[src/rtl/float_adder_pkg.sv]
`default_nettype none
// +----------------------------------------------------------------------+
// | float_adder_pkg: float32 and operand-pair types for the adder path   |
// | Rev 1.0                                                              |
// +----------------------------------------------------------------------+
package float_adder_pkg;

   localparam int DEPTH_DEFAULT = 4;

   typedef struct packed {
      logic        sign;
      logic [7:0]  exponent;
      logic [22:0] fraction;
   } float32_t;

   typedef struct packed {
      float32_t a;
      float32_t b;
   } operand_pair_t;

endpackage
`default_nettype wire

[src/rtl/sync_fifo.sv]
`default_nettype none
// +----------------------------------------------------------------------+
// | sync_fifo: single-clock FIFO, zero data output when empty            |
// | Rev 1.0                                                              |
// +----------------------------------------------------------------------+
module sync_fifo #(
   parameter int WIDTH = 64,
   parameter int DEPTH = 4
) (
   input  logic                     clk_i,
   input  logic                     rst_ni,
   input  logic                     flush_i,
   input  logic                     push_i,
   input  logic                     pop_i,
   input  logic [WIDTH-1:0]         data_i,
   output logic [WIDTH-1:0]         data_o,
   output logic [$clog2(DEPTH):0]   level_o,
   output logic                     full_o,
   output logic                     empty_o
);
   localparam int AW = $clog2(DEPTH);
   localparam int LW = AW + 1;

   logic [WIDTH-1:0] mem_q [DEPTH];
   logic [AW-1:0]    wr_q, wr_d;
   logic [AW-1:0]    rd_q, rd_d;
   logic [LW-1:0]    level_q, level_d;
   logic             w_push, w_pop;

   assign full_o  = (level_q == LW'(DEPTH));
   assign empty_o = (level_q == '0);
   assign level_o = level_q;
   assign w_push  = push_i & ~full_o & ~flush_i;
   assign w_pop   = pop_i & ~empty_o & ~flush_i;
   assign data_o  = empty_o ? '0 : mem_q[rd_q];

   // DEPTH is a power of two, so pointer overflow is the modulo wrap.
   always_comb begin
      wr_d    = wr_q;
      rd_d    = rd_q;
      level_d = level_q;
      if (flush_i) begin
         wr_d    = '0;
         rd_d    = '0;
         level_d = '0;
      end else begin
         if (w_push) wr_d = wr_q + AW'(1);
         if (w_pop)  rd_d = rd_q + AW'(1);
         case ({w_push, w_pop})
            2'b10:   level_d = level_q + LW'(1);
            2'b01:   level_d = level_q - LW'(1);
            default: level_d = level_q;
         endcase
      end
   end

   always_ff @(posedge clk_i or negedge rst_ni) begin
      if (!rst_ni) begin
         wr_q    <= '0;
         rd_q    <= '0;
         level_q <= '0;
      end else begin
         wr_q    <= wr_d;
         rd_q    <= rd_d;
         level_q <= level_d;
      end
   end

   always_ff @(posedge clk_i) begin
      if (w_push) mem_q[wr_q] <= data_i;
   end

endmodule
`default_nettype wire

[src/rtl/float_operand_feeder.sv]
`default_nettype none
// +----------------------------------------------------------------------+
// | float_operand_feeder: queues operand pairs and hands them to adder   |
// | Rev 1.0                                                              |
// +----------------------------------------------------------------------+
module float_operand_feeder
   import float_adder_pkg::*;
#(
   parameter int DEPTH = DEPTH_DEFAULT
) (
   input  logic                   clk_i,
   input  logic                   rst_ni,
   input  logic                   push_valid_i,
   output logic                   push_ready_o,
   input  logic [31:0]            push_a_i,
   input  logic [31:0]            push_b_i,
   input  logic                   adder_free_i,
   output logic                   inp_rdy_o,
   output logic [31:0]            in_a_o,
   output logic [31:0]            in_b_o,
   input  logic                   flush_i,
   output logic [$clog2(DEPTH):0] level_o,
   output logic [15:0]            issued_cnt_o
);
   operand_pair_t w_push_pair;
   operand_pair_t w_head_pair;
   logic          w_full;
   logic          w_empty;
   logic          w_handoff;
   logic [15:0]   issued_cnt_q, issued_cnt_d;

   assign w_push_pair = '{a: float32_t'(push_a_i), b: float32_t'(push_b_i)};

   sync_fifo #(
      .WIDTH ($bits(operand_pair_t)),
      .DEPTH (DEPTH)
   ) u_fifo (
      .clk_i   (clk_i),
      .rst_ni  (rst_ni),
      .flush_i (flush_i),
      .push_i  (push_valid_i),
      .pop_i   (w_handoff),
      .data_i  (w_push_pair),
      .data_o  (w_head_pair),
      .level_o (level_o),
      .full_o  (w_full),
      .empty_o (w_empty)
   );

   assign push_ready_o = ~w_full;
   assign inp_rdy_o    = ~w_empty;
   assign in_a_o       = w_head_pair.a;
   assign in_b_o       = w_head_pair.b;

   // A flush on the same edge cancels the handoff so the adder never sees it counted.
   assign w_handoff = inp_rdy_o & adder_free_i & ~flush_i;

   always_comb begin
      issued_cnt_d = issued_cnt_q;
      if (w_handoff) issued_cnt_d = issued_cnt_q + 16'd1;
   end

   always_ff @(posedge clk_i or negedge rst_ni) begin
      if (!rst_ni) issued_cnt_q <= '0;
      else         issued_cnt_q <= issued_cnt_d;
   end

   assign issued_cnt_o = issued_cnt_q;

endmodule
`default_nettype wire

[config.mk]
export PLATFORM = sky130hd
export DESIGN_NAME = float_operand_feeder
export DESIGN_NICKNAME = d
export VERILOG_FILES = /design/src/rtl/float_adder_pkg.sv /design/src/rtl/sync_fifo.sv /design/src/rtl/float_operand_feeder.sv
export SDC_FILE = /design/constraint.sdc
export NUM_CORES = 1
export LEC_CHECK = 0
export ABC_CLOCK_PERIOD_IN_PS = 4290
export CORE_MARGIN = 5
export CORE_UTILIZATION = 59
export DETAILED_ROUTE_END_ITERATION = 10
export PLACE_DENSITY_LB_ADDON = 0.1
export REMOVE_ABC_BUFFERS = 1
export SYNTH_ARGS = -nofsm -noshare
export SYNTH_HDL_FRONTEND = slang
export SYNTH_SLANG_ARGS = --single-unit
[constraint.sdc]
create_clock -name clk_i -period 4.29 [get_ports clk_i]
set_input_delay 0.429 -clock clk_i [delete_from_list [all_inputs] [get_ports clk_i]]
set_output_delay 0.429 -clock clk_i [all_outputs]
set_load 0.05 [all_outputs]
== Yosys cells after proc, flatten, opt, wreduce, memory -nomap -nowiden ==
Memory sizes are Yosys's and may differ from the RTL's.
Cells that the tools add are included.
Storage, ports and cells
  logic and storage cells: 35
  bits in registers: 23
  output and inout port bits: 85
  bits in writable memories: 256
  memories: 1
  input port bits: 69
Cells by class
  bitwise operators: 9
  eq/ne operators: 3
  multiplexer cells: 9
  reductions and logical operators: 4
  $add $sub $neg: 5
Memories
  u_fifo.mem_q: depth 4, width 64, read ports 1, clocked after memory_dff 0, write ports 1, RTL line sync_fifo.sv:24  | logic [WIDTH-1:0] mem_q [DEPTH];
Operator list (number)
  2-to-1 mux 64 bit: 1
  adder 16 x 1 -> 16 bit, second input constant: 1
  2-to-1 mux 2 bit: 4
  bitwise AND 1 bit: 6
  one-hot mux 3 bit (2 select lines): 1
  adder 2 x 1 -> 2 bit, second input constant: 2
  nonzero test 2 bit: 2
  adder 3 x 1 -> 3 bit, second input constant: 1
  equality test 3 bit, second input constant: 1
  zero test 3 bit: 1
  2-to-1 mux 3 bit: 1
  inverter 1 bit: 3
  nonzero test 3 bit: 1
  subtractor 3 x 1 -> 3 bit, second input constant: 1
  equality test 2 x 1 -> 1 bit, second input constant: 1
  equality test 2 bit, second input constant: 1
  2-to-1 mux 1 bit: 2

== Depth between registers and ports, before layout ==
Gate-level depths: netlist of run 1.
  word-level depth: 9
  depth in mapped cells: 9
  mapped depth without buffers: 8

== Hierarchy ==
A second synthesis of run 1 with hierarchy kept.
Second synthesis, totals
  cells, all modules: 535
  area total of the unflattened synthesis: 10988.0 µm²
By module, submodules not included
  sync_fifo: sequential area each 7862.5 µm², times used 1, area each 10261.1 µm², cells each 472
  float_operand_feeder: sequential area each 400.4 µm², times used 1, area each 726.9 µm², cells each 63

== Worst setup path after synthesis of run 1 ==
No wires, ideal clock.
  path type: flip-flop to flip-flop
  from: register u_fifo.level_q[0] (netlist: u_fifo.level_o[0])
  to: memory u_fifo.mem_q[0][0] (enable)
  data arrival time: 3.233 ns
  stages on the path, launching flop included: 6
  path slack: 0.628 ns
  buffers on the path: 1
  period minus slack after synthesis: 3.662 ns
  required time: 3.861 ns
  library setup time: 0.429 ns
  path through: dfrtp_1 buf_2 or3b_1 nand2_2 nor2_1 and2_1
Between the ends
  longest elaborated chain between the ends: 6
RTL lines
  from (decl): RTL line sync_fifo.sv:27  | logic [LW-1:0] level_q, level_d;
  from (signal assigned): RTL line sync_fifo.sv:65  | level_q <= level_d;
  equality test 3 bit: RTL line sync_fifo.sv:30  | assign full_o = (level_q == LW'(DEPTH));
  inverter 1 bit
  via push_ready_o: RTL line float_operand_feeder.sv:14  | output logic push_ready_o,
  bitwise AND 1 bit (2 in a row): RTL line sync_fifo.sv:33  | assign w_push = push_i & ~full_o & ~flush_i;
  2-to-1 mux 1 bit: RTL line sync_fifo.sv:70  | if (w_push) mem_q[wr_q] <= data_i;
  2-to-1 mux 1 bit (implied by the code): RTL line sync_fifo.sv:70
  to (decl): RTL line sync_fifo.sv:24
The timed path passes the listed nets, and every way through them passes these cells.

== Worst setup path in the final report of run 1 ==
  from: register u_fifo.rd_q[0]
  to: output port in_a_o[4]
Between the ends
  longest elaborated chain between the ends: 2
RTL lines
  from (decl): RTL line sync_fifo.sv:26  | logic [AW-1:0] rd_q, rd_d;
  from (signal assigned): RTL line sync_fifo.sv:64  | rd_q <= rd_d;
  memory (4 x 64 bit)
  2-to-1 mux 64 bit: RTL line sync_fifo.sv:35  | assign data_o = empty_o ? '0 : mem_q[rd_q];
  to (decl): RTL line float_operand_feeder.sv:19  | output logic [31:0] in_a_o,
Every way passes these cells.

==> results of run 1 <==
-- layout make-up --
class,instances,area share [%]
clock buffers,29,5.10
inverters,2,0.0552
multi-input cells,221,18.4
clock inverters,20,1.84
repair buffers,157,11.7
flip-flops and latches,279,60.8
well taps,229,2.11
-- worst max-delay path, cell delays in order (launching register included) --
cell	delay [ns]
dfrtp_4	0.76
buf_12	0.34
mux4_2	0.56
and2_1	0.19
clkdlybuf4s50_1	0.70
-- through the flow --
step / area [um2] / total power, mW / setup WS, ns / instances
finish: 13600 / 6.71 / 0.775 / 937
global route: 13600 / 6.94 / 0.567 / 937
CTS: 13600 / 6.77 / 0.672 / 937
detailed placement: 12600 / 4.30 / 1.23 / 888
global placement: 12600 / 4.27 / 1.22 / 888
floorplan: 10800 / 3.89 / 0.284 / 502
-- placed cells by master (no fill, tap or decap), drive strengths merged, types with 2 or more instances in the layout --
| cell type | instances |
|---|---|
| or3 | 2 |
| clkbuf | 29 |
| nand3b | 3 |
| inv | 2 |
| o21ai | 2 |
| ha | 5 |
| a21oi | 2 |
| buf | 4 |
| nor2 | 10 |
| xor2 | 6 |
| edfxtp | 256 |
| nand4 | 5 |
| a31oi | 3 |
| dfrtp | 23 |
| clkinv | 14 |
| nand2 | 10 |
| bufinv | 6 |
| mux4 | 64 |
| and2 | 69 |
| nor3 | 5 |
| xnor2 | 13 |
| clkdlybuf4s50 | 153 |
| nand3 | 10 |
-- kinds of logic after synthesis --
family          after synthesis  share of synthesized area [%]
mux                          65                           13.3
xor+xnor                     19                           1.53
simple gates                120                           6.47
buf+inv                      27                           1.35
flops                       279                           75.8
compound gates               11                          0.758
fa+ha+maj                     6                          0.758
-- report_power, final --
group / internal, mW / switching [mW] / leakage, nW / total [mW]
combinational: 0.430 / 0.648 / 1.32 / 1.08
sequential: 3.08 / 0.0738 / 2.63 / 3.15
clock: 1.53 / 0.953 / 0.474 / 2.48
-- metal layers --
metal / wire [um] / vias up / track usage [%]
li1: - / 2422 / -
met1: 8470 / 2767 / 27.0
met2: 10500 / 191 / 32.9
met3: 1400 / 42 / 4.36
met4: 518 / 2 / 5.89
met5: 7 / - / 0
-- registers in the layout, indices dropped and copies added, names as in the netlist --
signal / flops
issued_cnt_o: 16
u_fifo.level_o: 3
u_fifo.rd_q: 2
u_fifo.wr_q: 2
u_fifo.mem_q: 256
-- path summary, 6_finish.rpt --
kind / from / end / slack, ns / cells after the start
min in group asynchronous: rst_ni / issued_cnt_o[14] / 0.50 / 1
max: u_fifo.rd_q[0] / in_a_o[4] / 0.77 / 4
max reg2reg: u_fifo.level_o[1] / u_fifo.level_o[2] / 1.80 / 7
min: issued_cnt_o[15] / issued_cnt_o[15] / 0.48 / 1
max in group asynchronous: rst_ni / u_fifo.rd_q[0] / 3.00 / 1
min reg2reg: issued_cnt_o[15] / issued_cnt_o[15] / 0.48 / 1
==> flow_summary.ini, run 1 <==
[yosys]
synth_area_um2 = 10900
synthArstFlopShare_pct = 8.24
syn_avg_cell_area_um2 = 20.7
synth_area_leaders = edfxtp_1 71%, mux4_2 13%, dfrtp_1 5.3%
synthCells = 527
yosys_most_used_dff = edfxtp_1
synthMostInstantiatedCell = edfxtp_1
synth_cell_types = 36
synth_top_cell_by_area = edfxtp_1
yosysSeqAreaShare_pct = 75.8
synth_edf_count = 256
synth_seq_cells = 279
yosysTopAreaCellShare_pct = 70.5
ys_warn_count = 0
synth_common_cells = 256 x edfxtp_1, 69 x and2_1, 64 x mux4_2, 23 x dfrtp_1, 13 x xnor2_1

[layout]
seq_area_um2 = 8270
layout-drive-gt1-share_pct = 17.5
postLayoutCoreUtil_pct = 75.2
diodes = 0
nFillCells = 1025
area_delta_synth_final_pct = 24.7
multi_input_area_um2 = 2500
final_nets = 763

[clock_tree]
clk_latency_ns = 0.51
post_cts_buffers = 0
clkSinkCount = 279
hold_buffers = 0
root_buffer = clkbuf_16
clk_pin_slew_worst_paths_ns = 0.06
cts_resized = 0
numCtsBuffers = 27
max-clock-path-buffers = 3
cts_max_level = 1
cts_tree = built

[timing]
fin_skew_ns = 0.0118
final.setup.tns_ns = 0
whs_ns = 0.478
period_share_pct = 81.9
tightest_slew_ns = 1.08
fmax_mhz = 284
min_period_ns = 3.52
maxSlewHeadroom_pct = 27.5
slew_violations = 0
rsz0062_at_grt = no
final_hold_viol_count = 0
finalSetupViolations = 0

[global_route]
antenna_found_initial = 1
grt_util_all_layers_pct = 19.9
grt_pass1_wl_mm = 33.1
grt_pass1_vias = 5893
gr-total-overflow = 0
grt_max_degree = 67

[floorplanning]
row_count = 49
start_util_pct = 60.3
ios = 154
die_w_um = 146
die-area_um2 = 21300
coreArea_um2 = 18100
die_h_um = 146

[routing]
drt_iter0_drc = 380
ant_nets = 0
drc = 0
viasPerCell = 5.79
drt-pass1-iter-count = 5
vias = 5424
wirelength_mm = 20.8
wl_per_cell_um = 22.2

[critical_path]
end_kind = output port
timing.critical_path.fanout_max = 32
critPathKind = reg -> out
crit_arrival_ns = 3.09
startpoint_type = register
required_ns = 3.86

[power_and_ir_drop]
p_leak_nw = 4.43
ir_drop_mv = 0.370
p_per_area_nw_per_um2 = 493

[job]
cap_violations = 0

[run_status]
status = finished clean

[place]
gp_congestion = 0.788
portBuffers = 153
hpwlAfterDp_mm = 12.4

[min_path]
hold_class = reg -> reg
Note: power is estimated with default switching activity, not from simulation.
==> run 2, diff against run 1 <==
--- a/config.mk
+++ b/config.mk
@@ -5,9 +5,9 @@
 export SDC_FILE = /design/constraint.sdc
 export NUM_CORES = 1
 export LEC_CHECK = 0
-export ABC_CLOCK_PERIOD_IN_PS = 4290
+export ABC_CLOCK_PERIOD_IN_PS = 2960
 export CORE_MARGIN = 5
-export CORE_UTILIZATION = 59
+export CORE_UTILIZATION = 49
 export DETAILED_ROUTE_END_ITERATION = 10
 export PLACE_DENSITY_LB_ADDON = 0.1
 export REMOVE_ABC_BUFFERS = 1
==> constraint.sdc (replaced) <==
create_clock -name clk_i -period 2.96 [get_ports clk_i]
set_input_delay 0.296 -clock clk_i [delete_from_list [all_inputs] [get_ports clk_i]]
set_output_delay 0.296 -clock clk_i [all_outputs]
set_load 0.05 [all_outputs]
==> run 2 against run 1 <==
Sequential cell count unchanged. Die area increased by 19%. Critical path depth decreased by 2. Clock power increased by 46%. Setup slack got worse by 0.66 ns. Utilization decreased by 12 points. Global-route usage decreased by 3.1 points. First-iteration DRC count decreased by 5.3%. Largest cell class unchanged. Highest routed layer unchanged.
==> flow_summary.ini, run 2 (same netlist as run 1, synthesis figures left out) <==
[place]
gp_congestion = 0.785
hpwlAfterDp_mm = 13.3
dp.cells = 955
portBuffers = 153

[layout]
final_cell_mix = 256 x edfxtp_1, 89 x clkdlybuf4s50_1, 73 x buf_4
seq_area_um2 = 8270
nFillCells = 1607
multi_input_area_um2 = 2500
largest_reg_flops = 256
largest_register = u_fifo.mem_q
diodes = 0
final_common_cell = edfxtp_1
layout-drive-gt1-share_pct = 27.4
stdcell_count = 1006
final_nets = 780
area_delta_synth_final_pct = 25.9

[critical_path]
critPathKind = reg -> out
timing.critical_path.fanout_max = 11
crit_arrival_ns = 2.55
end_kind = output port
required_ns = 2.66
timing.critical_path.cells = or3_2 > clkdlybuf4s50_1
critPathMaxStageDelay_ns = 0.83
startpoint_type = register
slowest_stage = clkdlybuf4s50_1
critPathTopFamily = buffers and inverters
cp.buffers_inverters = 1

[routing]
drt-pass1-iter-count = 4
vias = 5462
ant_nets = 0
viasPerCell = 5.43
wl_per_cell_um = 21.2
drt_iter0_drc = 360
wirelength_mm = 21.4
drc = 0

[clock_tree]
max-clock-path-buffers = 3
clkSinkCount = 279
clk_pin_slew_worst_paths_ns = 0.06
cts_max_level = 1
cts_tree = built
clk_latency_ns = 0.52
root_buffer = clkbuf_16
numCtsBuffers = 28

[power_and_ir_drop]
p_leak_nw = 4.68
total_power_mw = 9.75
p_per_area_nw_per_um2 = 711
ir_drop_mv = 0.713

[timing]
slew_violations = 0
final.setup.tns_ns = 0
finalSetupViolations = 0
period_share_pct = 96.1
final_hold_viol_count = 0
maxSlewHeadroom_pct = 48.2
rsz0062_at_grt = no
fmax_mhz = 352
min_period_ns = 2.84
fin_skew_ns = 0.0104
tightest_slew_ns = 0.775

[global_route]
grt_pass1_vias = 5964
grt_max_degree = 57
grt_pass1_wl_mm = 33.8
gr-total-overflow = 0
grt_util_all_layers_pct = 16.7
antenna_found_initial = 1

[floorplanning]
coreArea_um2 = 21900
ios = 154
die_w_um = 159
die-area_um2 = 25300
die_h_um = 159
row_count = 54
start_util_pct = 49.8

[min_path]
hold_class = in -> async

[job]
cap_violations = 0

[run_status]
status = finished clean
-- run 2: report_power, final --
part	leakage [nW]	internal [mW]	total [mW]	switching, mW
Clock	0.472	2.24	3.62	1.38
Combinational	1.58	0.604	1.59	0.986
Sequential	2.63	4.46	4.54	0.0805
-- run 2: path summary, 6_finish.rpt --
kind | from | to | slack [ns] | depth (start not counted)
setup / recovery | u_fifo.level_o[1] | inp_rdy_o | 0.12 | 2
hold / removal | rst_ni | issued_cnt_o[14] | 0.23 | 1
setup reg to reg | u_fifo.level_o[1] | u_fifo.level_o[2] | 0.51 | 7
hold reg to reg | issued_cnt_o[15] | issued_cnt_o[15] | 0.48 | 1
max in group asynchronous | rst_ni | issued_cnt_o[2] | 2.12 | 2
min in group clk_i | push_a_i[1] | u_fifo.mem_q[0][33] | 0.41 | 1
-- run 2: metrics by stage --
stage	area, um2	worst slack, ns	utilization (%)	hold slack [ns]
after global routing	13700	0.0359	62.7	0.285
after detailed placement	12700	0.539	58.2	0.464
final	13700	0.115	62.7	0.229
after CTS	13700	0.0185	62.6	0.231
after floorplan	10800	-0.913	-	0.000409
after global placement	12700	0.636	58.2	0.467
-- run 2: final cells by class --
type,count,share of cell area (%)
Tap cell,280,2.55
Multi-Input combinational cell,221,18.2
Inverter,2,0.0547
Sequential cell,279,60.3
Timing Repair Buffer,173,11.8
Clock buffer,41,5.91
Clock inverter,10,1.17
-- run 2: layer usage --
metal	part of all wire [%]	global-route usage, %	wire length (um)	up-vias
met1	44	23.7	9310	2823
met4	1.4	3.37	300	2
met2	49	27.1	10500	152
li1	-	-	-	2456
met3	5.7	3.99	1210	29
met5	0.056	0	12	-
-- run 2: timing repair --
action,CTS,global route
buffers inserted,0,0
gates resized for setup,0,5
endpoints found under the setup margin,0,19
hold buffers,0,0
endpoints found under the hold margin,0,0
-- run 2: worst reg2reg max path, stage by stage, from the launching register on --
cell and delay, ns:
dfrtp_1 0.51, o31ai_4 0.47, nor2_1 0.19, and2_1 0.19, fa_1 0.42, nor4b_1 0.30
o21bai_1 0.11, a31oi_1 0.19
